**src/rtl/riscv_pkg.sv**
```systemverilog
// Shared fetch-side definitions: bubble instruction, default reset vector
// and the fetch sequencer state encoding.
package riscv_pkg;

  localparam logic [31:0] NOP_INSTR        = 32'h0000_0013;
  localparam logic [31:0] RESET_PC_DEFAULT = 32'h0000_0000;

  typedef enum logic [1:0] {
    RESET = 2'd0,
    RUN   = 2'd1,
    DRAIN = 2'd2
  } fetch_state_t;

endpackage

```
**src/rtl/fetch_queue.sv**
```systemverilog
// Prefetch FIFO: DEPTH entries, first-word fall-through head, synchronous
// clear and reset. Storage is not reset; only pointers and count are.
module fetch_queue #(
  parameter int DEPTH = 2,
  parameter int WIDTH = 64
) (
  input  logic                     CLK,
  input  logic                     RST,
  input  logic                     clear,
  input  logic                     push,
  input  logic                     pop,
  input  logic [WIDTH-1:0]         wdata,
  output logic [WIDTH-1:0]         rdata,
  output logic                     empty,
  output logic                     full,
  output logic [$clog2(DEPTH):0]   count
);

  localparam int AW = $clog2(DEPTH);

  logic [WIDTH-1:0] mem [DEPTH];
  logic [AW-1:0]    wr_ptr;
  logic [AW-1:0]    rd_ptr;
  logic             do_push;
  logic             do_pop;

  assign empty   = (count == '0);
  assign full    = (count == (AW+1)'(DEPTH));
  assign do_pop  = pop && !empty && !clear;
  // A full queue still accepts a word when the head leaves in the same cycle
  assign do_push = push && (!full || do_pop) && !clear;
  assign rdata   = mem[rd_ptr];

  // Pointer and occupancy bookkeeping; clear empties the queue in one cycle
  always_ff @(posedge CLK) begin
    if (RST || clear) begin
      wr_ptr <= '0;
      rd_ptr <= '0;
      count  <= '0;
    end else begin
      if (do_push) wr_ptr <= wr_ptr + AW'(1);
      if (do_pop)  rd_ptr <= rd_ptr + AW'(1);
      count <= count + (AW+1)'(do_push) - (AW+1)'(do_pop);
    end
  end

  // Entry storage write port
  always_ff @(posedge CLK) begin
    if (do_push) mem[wr_ptr] <= wdata;
  end

endmodule

```
**src/rtl/fetch_unit.sv**
```systemverilog
// Instruction fetch stage: owns the PC, issues in-order word requests,
// buffers returned words and presents the head (or a NOP bubble) to IF/ID.
// Optional build macro FETCH_PERF_CNT_EN adds saturating bubble/redirect
// counters.
module fetch_unit
  import riscv_pkg::*;
#(
  parameter logic [31:0] RESET_PC = RESET_PC_DEFAULT,
  parameter int          QDEPTH   = 2
) (
  input  logic        CLK,
  input  logic        RST,
  input  logic        Stall_En,
  input  logic        Redirect_En,
  input  logic [31:0] Redirect_PC,
  output logic        IMem_Req,
  output logic [31:0] IMem_Addr,
  input  logic        IMem_Ack,
  input  logic        IMem_Valid,
  input  logic [31:0] IMem_RData,
  output logic [31:0] Instr_F,
  output logic [31:0] PC_F,
  output logic [31:0] PC_Plus_4_F,
  output logic        Fetch_Empty
`ifdef FETCH_PERF_CNT_EN
  ,
  output logic [31:0] Bubble_Count,
  output logic [31:0] Redirect_Count
`endif
);

  // Outstanding can exceed QDEPTH after a redirect (stale words still in
  // flight plus fresh requests), so the counters get generous headroom.
  localparam int CW = 8;
  localparam int OW = $clog2(QDEPTH) + 1;

  fetch_state_t  state, state_nxt;
  logic [31:0]   fetch_pc;
  logic [31:0]   resp_pc;
  logic [31:0]   redirect_tgt;
  logic [CW-1:0] outstanding, outstanding_nxt;
  logic [CW-1:0] discard, discard_nxt;
  logic [CW-1:0] committed;
  logic [OW-1:0] occupancy;
  logic          accept;
  logic          push;
  logic          drop;
  logic          pop;
  logic          q_empty;
  logic          q_full;
  logic [63:0]   q_rdata;

  assign redirect_tgt = Redirect_PC & 32'hFFFF_FFFC;

  // Slots already promised: live in-flight words plus queued words
  assign committed = outstanding - discard + CW'(occupancy);

  assign IMem_Req  = (state != RESET) && !RST && !Redirect_En &&
                     (committed < CW'(QDEPTH));
  assign IMem_Addr = fetch_pc;
  assign accept    = IMem_Req && IMem_Ack;

  assign drop = IMem_Valid && !Redirect_En && (discard != '0);
  assign push = IMem_Valid && !Redirect_En && (discard == '0);
  assign pop  = !Stall_En && !q_empty && !Redirect_En;

  // Next-state and in-flight accounting; redirect overrides everything
  always_comb begin
    state_nxt       = state;
    outstanding_nxt = outstanding;
    discard_nxt     = discard;
    if (Redirect_En) begin
      outstanding_nxt = outstanding - CW'(IMem_Valid);
      discard_nxt     = outstanding - CW'(IMem_Valid);
    end else begin
      outstanding_nxt = outstanding + CW'(accept) - CW'(IMem_Valid);
      if (drop) discard_nxt = discard - CW'(1);
    end
    unique case (state)
      RESET:      state_nxt = RUN;
      RUN, DRAIN: state_nxt = (discard_nxt != '0) ? DRAIN : RUN;
      default:    state_nxt = RESET;
    endcase
  end

  // Control registers: state, counters, request PC and response PC
  always_ff @(posedge CLK) begin
    if (RST) begin
      state       <= RESET;
      fetch_pc    <= RESET_PC;
      resp_pc     <= RESET_PC;
      outstanding <= '0;
      discard     <= '0;
    end else begin
      state       <= state_nxt;
      outstanding <= outstanding_nxt;
      discard     <= discard_nxt;
      if (Redirect_En) begin
        fetch_pc <= redirect_tgt;
        resp_pc  <= redirect_tgt;
      end else begin
        if (accept) fetch_pc <= fetch_pc + 32'd4;
        if (push)   resp_pc  <= resp_pc + 32'd4;
      end
    end
  end

  fetch_queue #(
    .DEPTH (QDEPTH),
    .WIDTH (64)
  ) u_queue (
    .CLK   (CLK),
    .RST   (RST),
    .clear (Redirect_En),
    .push  (push),
    .pop   (pop),
    .wdata ({IMem_RData, resp_pc}),
    .rdata (q_rdata),
    .empty (q_empty),
    .full  (q_full),
    .count (occupancy)
  );

  assign Fetch_Empty = q_empty || RST;
  assign Instr_F     = Fetch_Empty ? NOP_INSTR : q_rdata[63:32];
  assign PC_F        = Fetch_Empty ? 32'd0 : q_rdata[31:0];
  assign PC_Plus_4_F = Fetch_Empty ? 32'd0 : q_rdata[31:0] + 32'd4;

  // The issue credit makes an overflowing push impossible
  always @(posedge CLK) begin
    if (!RST) assert (!(push && q_full && !pop));
  end

`ifdef FETCH_PERF_CNT_EN
  // Saturating starvation and redirect event counters
  always_ff @(posedge CLK) begin
    if (RST) begin
      Bubble_Count   <= '0;
      Redirect_Count <= '0;
    end else begin
      if (Fetch_Empty && !Stall_En && !Redirect_En && (Bubble_Count != '1))
        Bubble_Count <= Bubble_Count + 32'd1;
      if (Redirect_En && (Redirect_Count != '1))
        Redirect_Count <= Redirect_Count + 32'd1;
    end
  end
`endif

endmodule

```
**config.mk**
```make
export PLATFORM = sky130hd
export DESIGN_NAME = fetch_unit
export DESIGN_NICKNAME = d
export VERILOG_FILES = /design/src/rtl/riscv_pkg.sv /design/src/rtl/fetch_queue.sv /design/src/rtl/fetch_unit.sv
export SDC_FILE = /design/constraint.sdc
export NUM_CORES = 1
export LEC_CHECK = 0
export ABC_AREA = 1
export BUFFER_PORTS_ARGS = -buffer_cell sky130_fd_sc_hd__buf_2
export CORE_UTILIZATION = 54
export CTS_BUF_LIST = sky130_fd_sc_hd__clkbuf_2
export DETAILED_ROUTE_END_ITERATION = 6
export GPL_TIMING_DRIVEN = 1
export MAX_ROUTING_LAYER = met4
export PLACE_DENSITY_LB_ADDON = 0.3
export SLEW_MARGIN = 25
export SYNTH_ARGS = -nofsm -noshare
export SYNTH_HDL_FRONTEND = slang
export SYNTH_SLANG_ARGS = --single-unit
```
**constraint.sdc**
```tcl
create_clock -name CLK -period 4.2 [get_ports CLK]
set_input_delay 0.42 -clock CLK [delete_from_list [all_inputs] [get_ports CLK]]
set_output_delay 0.42 -clock CLK [all_outputs]
set_load 0.02 [all_outputs]
```
==> results.json <==
{
  "outcome": "complete, no violations",
  "yosys.cell_types.count": 50,
  "worst_path_dominant_cell_family": "adder cells",
  "ys_ff_latch": 207,
  "ff2ff_setup_slack_ns": 0.15,
  "finalWeightedCongestion": 0.975,
  "hp-class": "input port to register",
  "route.vias.total": 11500,
  "area_growth_syn_to_layout_pct": 19.7,
  "drtIter0Drc": 957,
  "postSynthAreaPerCell_sq_um": 7.92,
  "number_of_global_route_vias_before_repair": 10900,
  "dpl_cell_area_sq_mm": 0.0136,
  "worst_reg2reg_path_length_in_cells": 25,
  "critical_path_depth": 25,
  "n_fill_cell": 1977,
  "worst-endpoint-required_ns": 5.00,
  "crit_path_end_kind": "register",
  "timing_hold_violations_final": 0,
  "placeableCoreArea_sq_mm": 0.0226,
  "tritoncts": "done",
  "worstPathBufferInverterCount": 4,
  "min_period_ns": 4.05,
  "pleak_nw": 6.92,
  "clock_tree.htree_level_count": 2,
  "drive_above_1_share_pct": 22.6,
  "timing.setup.critical_path_class": "register to register",
  "vdd_drop_max_v": 0.000191,
  "setup.worst_path.end": "outstanding[6]",
  "yosysWarnings": 0,
  "critical_path.max_stage_delay_ns": 0.51,
  "crit-reg2reg-launch": "outstanding[1]",
  "floorplan.initialDensity_pct": 55.0,
  "routed_wirelength_um": 33800,
  "synth-main-ff-cell": "sky130_fd_sc_hd__edfxtp_1",
  "cp_max_fo": 2,
  "worstReg2RegEnd": "outstanding[6]",
  "grt.total_usage_pct": 29.2,
  "hpwl_um": 23300,
  "clock_sinks": 207,
  "wl_per_cell_um": 15.5,
  "min_period_over_period_pct": 96.4,
  "fin_worst_skew_ns": 0.102,
  "crit_path_start": "outstanding[1]",
  "timing_worst_slew_pin_value_ns": 0.887,
  "whs_ns": 0.102,
  "synth-seq-area-share_pct": 43.3,
  "io_pins": 200,
  "layout.cell_area.non_filler_sq_mm": 0.0149,
  "slowest_cell_on_crit_path": "sky130_fd_sc_hd__fa_1",
  "placementRows": 55,
  "die-height_um": 154,
  "cts_clk_pin_slew_worst_paths_ns": 0.12,
  "startpoint_type": "register",
  "numPortBuffers": 191,
  "floorplan.die_area_sq_mm": 0.0237,
  "async_reset_ff_share_pct": 0,
  "cp_data_arrival_time_ns": 4.85,
  "dieWidth_um": 154,
  "antenna_left": 0,
  "clock_insertion_delay_worst_skew_ns": 0.87,
  "fmaxAchievable_ghz": 0.247,
  "vias_per_cell": 5.28,
  "finalNetCount": 1965,
  "tritoncts.num_buffers": 54,
  "timing.max_slew.rel_slack_pct": 40.9,
  "firstDrtPassIters": 5,
  "grt_setup_unrepaired": "yes",
  "final_max_slew_viol_count": 0,
  "number_of_antenna_violations_at_the_first_check_in_global_routing": 1,
  "grt-ovfl-total": 0,
  "timing.final.setup_violations": 0,
  "clock_tree.buffer_depth": 3,
  "cts-root-buf": "sky130_fd_sc_hd__clkbuf_2",
  "drc": 0,
  "grt_max_degree": 81,
  "netlist_area_sq_mm": 0.0124,
  "count_of_flip_flops_with_a_built_in_enable_after_synthesis": 124,
  "synthesis.instances": 1572,
  "max_cap_violations": 0,
  "powerDensity_mw_per_mm2": 372,
  "grt_first_pass_wirelength_um": 53600
}
-- flip-flops by register name, summed over array words and instances, names as in the netlist, named ones only --
| register | flops |
|---|---|
| u_queue.wr_ptr | 1 |
| discard | 8 |
| resp_pc | 30 |
| u_queue.count | 2 |
| u_queue.mem | 124 |
| IMem_Addr | 30 |
| state | 2 |
| u_queue.rd_ptr | 1 |
| outstanding | 8 |
-- worst reg2reg max path, cell delays in order, from the launching register on --
cell                       delay (ns)
sky130_fd_sc_hd__dfxtp_2         0.36
sky130_fd_sc_hd__inv_2           0.05
sky130_fd_sc_hd__fa_1            0.52
sky130_fd_sc_hd__fa_2            0.37
sky130_fd_sc_hd__nand3b_1        0.16
sky130_fd_sc_hd__nand2_1         0.11
sky130_fd_sc_hd__xnor2_1         0.14
sky130_fd_sc_hd__nand3_2         0.11
sky130_fd_sc_hd__a21oi_2         0.12
sky130_fd_sc_hd__nand3_1         0.10
sky130_fd_sc_hd__nor2_2          0.14
sky130_fd_sc_hd__nand2_1         0.06
sky130_fd_sc_hd__ha_1            0.27
sky130_fd_sc_hd__inv_1           0.06
sky130_fd_sc_hd__ha_2            0.18
sky130_fd_sc_hd__inv_2           0.04
sky130_fd_sc_hd__fa_2            0.35
sky130_fd_sc_hd__inv_2           0.06
sky130_fd_sc_hd__nand2_2         0.06
sky130_fd_sc_hd__a21oi_2         0.15
sky130_fd_sc_hd__o21ai_1         0.09
sky130_fd_sc_hd__nand2_1         0.08
sky130_fd_sc_hd__a21oi_2         0.06
sky130_fd_sc_hd__a21oi_1         0.11
sky130_fd_sc_hd__o21ai_1         0.08
sky130_fd_sc_hd__a21oi_1         0.13
-- cell families after synthesis --
logic type               after synthesis  share of synthesized area, %
AND/OR/NAND/NOR                      777                          27.6
buffers and inverters                279                          9.34
flip-flops                           207                          43.3
AO/OA/AOI/OAI                        170                          7.95
XOR/XNOR                              64                          4.50
adder cells (fa/ha/maj)               42                          4.40
multiplexers                          32                          2.87
other                                  1                        0.0301
-- layout by cell type (no fill, tap or decap), types with 3 or more instances in the layout --
master                          Yosys  routed
sky130_fd_sc_hd__o21ai_2           19      19
sky130_fd_sc_hd__nor3_2             6       6
sky130_fd_sc_hd__nor3_1            22      22
sky130_fd_sc_hd__buf_2             11     191
sky130_fd_sc_hd__ha_1              39      38
sky130_fd_sc_hd__o21ai_0           54      51
sky130_fd_sc_hd__inv_2             11      16
sky130_fd_sc_hd__a21oi_2            0       3
sky130_fd_sc_hd__nand4_1           29      29
sky130_fd_sc_hd__o211ai_1          13      13
sky130_fd_sc_hd__nand3b_1          13      13
sky130_fd_sc_hd__clkbuf_2           0      75
sky130_fd_sc_hd__nor2_2            11      12
sky130_fd_sc_hd__o21ai_1           11      14
sky130_fd_sc_hd__a21oi_1           54      50
sky130_fd_sc_hd__nor2_4             8      10
sky130_fd_sc_hd__dlygate4sd3_1      0      66
sky130_fd_sc_hd__conb_1             1       6
sky130_fd_sc_hd__buf_4              7      18
sky130_fd_sc_hd__nor4_1            10      10
sky130_fd_sc_hd__a31oi_1           11      11
sky130_fd_sc_hd__dfxtp_1           83      80
sky130_fd_sc_hd__edfxtp_1         124     124
sky130_fd_sc_hd__nand3_1           84      82
sky130_fd_sc_hd__nand3_2            3       5
sky130_fd_sc_hd__nand2_1          361     359
sky130_fd_sc_hd__mux2_2            29      29
sky130_fd_sc_hd__or2_2              9       9
sky130_fd_sc_hd__nor2_1           202     199
sky130_fd_sc_hd__clkinv_1           0      17
sky130_fd_sc_hd__inv_1            211     205
sky130_fd_sc_hd__xnor2_1           18      18
sky130_fd_sc_hd__clkinv_2           0       6
sky130_fd_sc_hd__mux2i_1            3       3
sky130_fd_sc_hd__xor2_1            46      46
sky130_fd_sc_hd__nand2_2           10      12
-- area by class of cell --
| class | count | area [sq um] | share of cell area, % |
|---|---|---|---|
| multi-input cells | 1091 | 5980 | 40.1 |
| flip-flops and latches | 207 | 5390 | 36.2 |
| repair buffers | 277 | 1780 | 12.0 |
| inverters | 222 | 833 | 5.59 |
| clock buffers | 75 | 375 | 2.52 |
| well taps | 285 | 357 | 2.39 |
| clock inverters | 27 | 176 | 1.18 |
| diodes | 1 | 2.50 | 0.0168 |
-- cells in the mapped netlist (8+ instances only) --
master | count | area (sq um)
sky130_fd_sc_hd__nand4_1 | 29 | 181
sky130_fd_sc_hd__edfxtp_1 | 124 | 3720
sky130_fd_sc_hd__nand3_1 | 84 | 420
sky130_fd_sc_hd__o21ai_1 | 11 | 55.1
sky130_fd_sc_hd__mux2_2 | 29 | 327
sky130_fd_sc_hd__nor2_4 | 8 | 90.1
sky130_fd_sc_hd__o21ai_2 | 19 | 166
sky130_fd_sc_hd__dfxtp_1 | 83 | 1660
sky130_fd_sc_hd__xor2_1 | 46 | 403
sky130_fd_sc_hd__xnor2_1 | 18 | 158
sky130_fd_sc_hd__nor2_2 | 11 | 68.8
sky130_fd_sc_hd__or2_2 | 9 | 56.3
sky130_fd_sc_hd__nand3b_1 | 13 | 97.6
sky130_fd_sc_hd__nand2_1 | 361 | 1360
sky130_fd_sc_hd__nor2_1 | 202 | 758
sky130_fd_sc_hd__ha_1 | 39 | 488
sky130_fd_sc_hd__nor4_1 | 10 | 62.6
sky130_fd_sc_hd__clkbuf_1 | 23 | 86.3
sky130_fd_sc_hd__inv_2 | 11 | 41.3
sky130_fd_sc_hd__buf_2 | 11 | 55.1
sky130_fd_sc_hd__a31oi_1 | 11 | 68.8
sky130_fd_sc_hd__inv_1 | 211 | 792
sky130_fd_sc_hd__buf_6 | 10 | 113
sky130_fd_sc_hd__o211ai_1 | 13 | 97.6
sky130_fd_sc_hd__nor3_1 | 22 | 110
sky130_fd_sc_hd__a21oi_1 | 54 | 270
sky130_fd_sc_hd__nand2_2 | 10 | 62.6
sky130_fd_sc_hd__o21ai_0 | 54 | 270
-- repair_timing --
item	in CTS	in global routing
endpoints found under the setup margin	1	5
gates resized for setup	2	19
hold buffers	66	0
setup buffers	0	1
pin swaps	2	6
hold endpoints to repair	120	0
-- per-layer routing --
| metal | GRT usage [%] | wire [um] |
|---|---|---|
| met1 | 36.6 | 14600 |
| met2 | 47.4 | 15700 |
| met5 | - | 0 |
| met3 | 5.07 | 2660 |
| met4 | 10.0 | 842 |
-- power by group --
group          total, mW  internal, mW  leakage [nW]  switching (mW)
registers           2.46          2.32          1.82           0.145
clock network       1.51         0.631         0.402           0.879
logic               1.57         0.580          4.70           0.987
-- through the flow --
step	setup WS (ns)	util [%]	power [mW]	cells	setup TNS [ns]
after global placement	0.0573	60.2	3.93	2015	0
final	0.151	65.8	5.54	2185	0
after CTS	0.0587	65.6	5.54	2183	0
after global routing	-0.118	65.8	5.91	2185	-0.118
after floorplan	0.0437	-	3.59	1577	0
after detailed placement	-0.0161	60.2	3.97	2015	-0.0161
-- worst min path at each step --
stage | startpoint | end | cells after the start
after detailed placement | u_queue.rd_ptr | register | 2
after CTS | Redirect_PC[13] | IMem_Addr[13] | 5
after global routing | IMem_Valid | discard[0] | 4
after global placement | u_queue.rd_ptr | register | 2
after floorplan | resp_pc[22] | u_queue.mem[0][22] | 0
final | IMem_Valid | discard[0] | 4
Note: power is estimated with default switching activity, not from simulation.
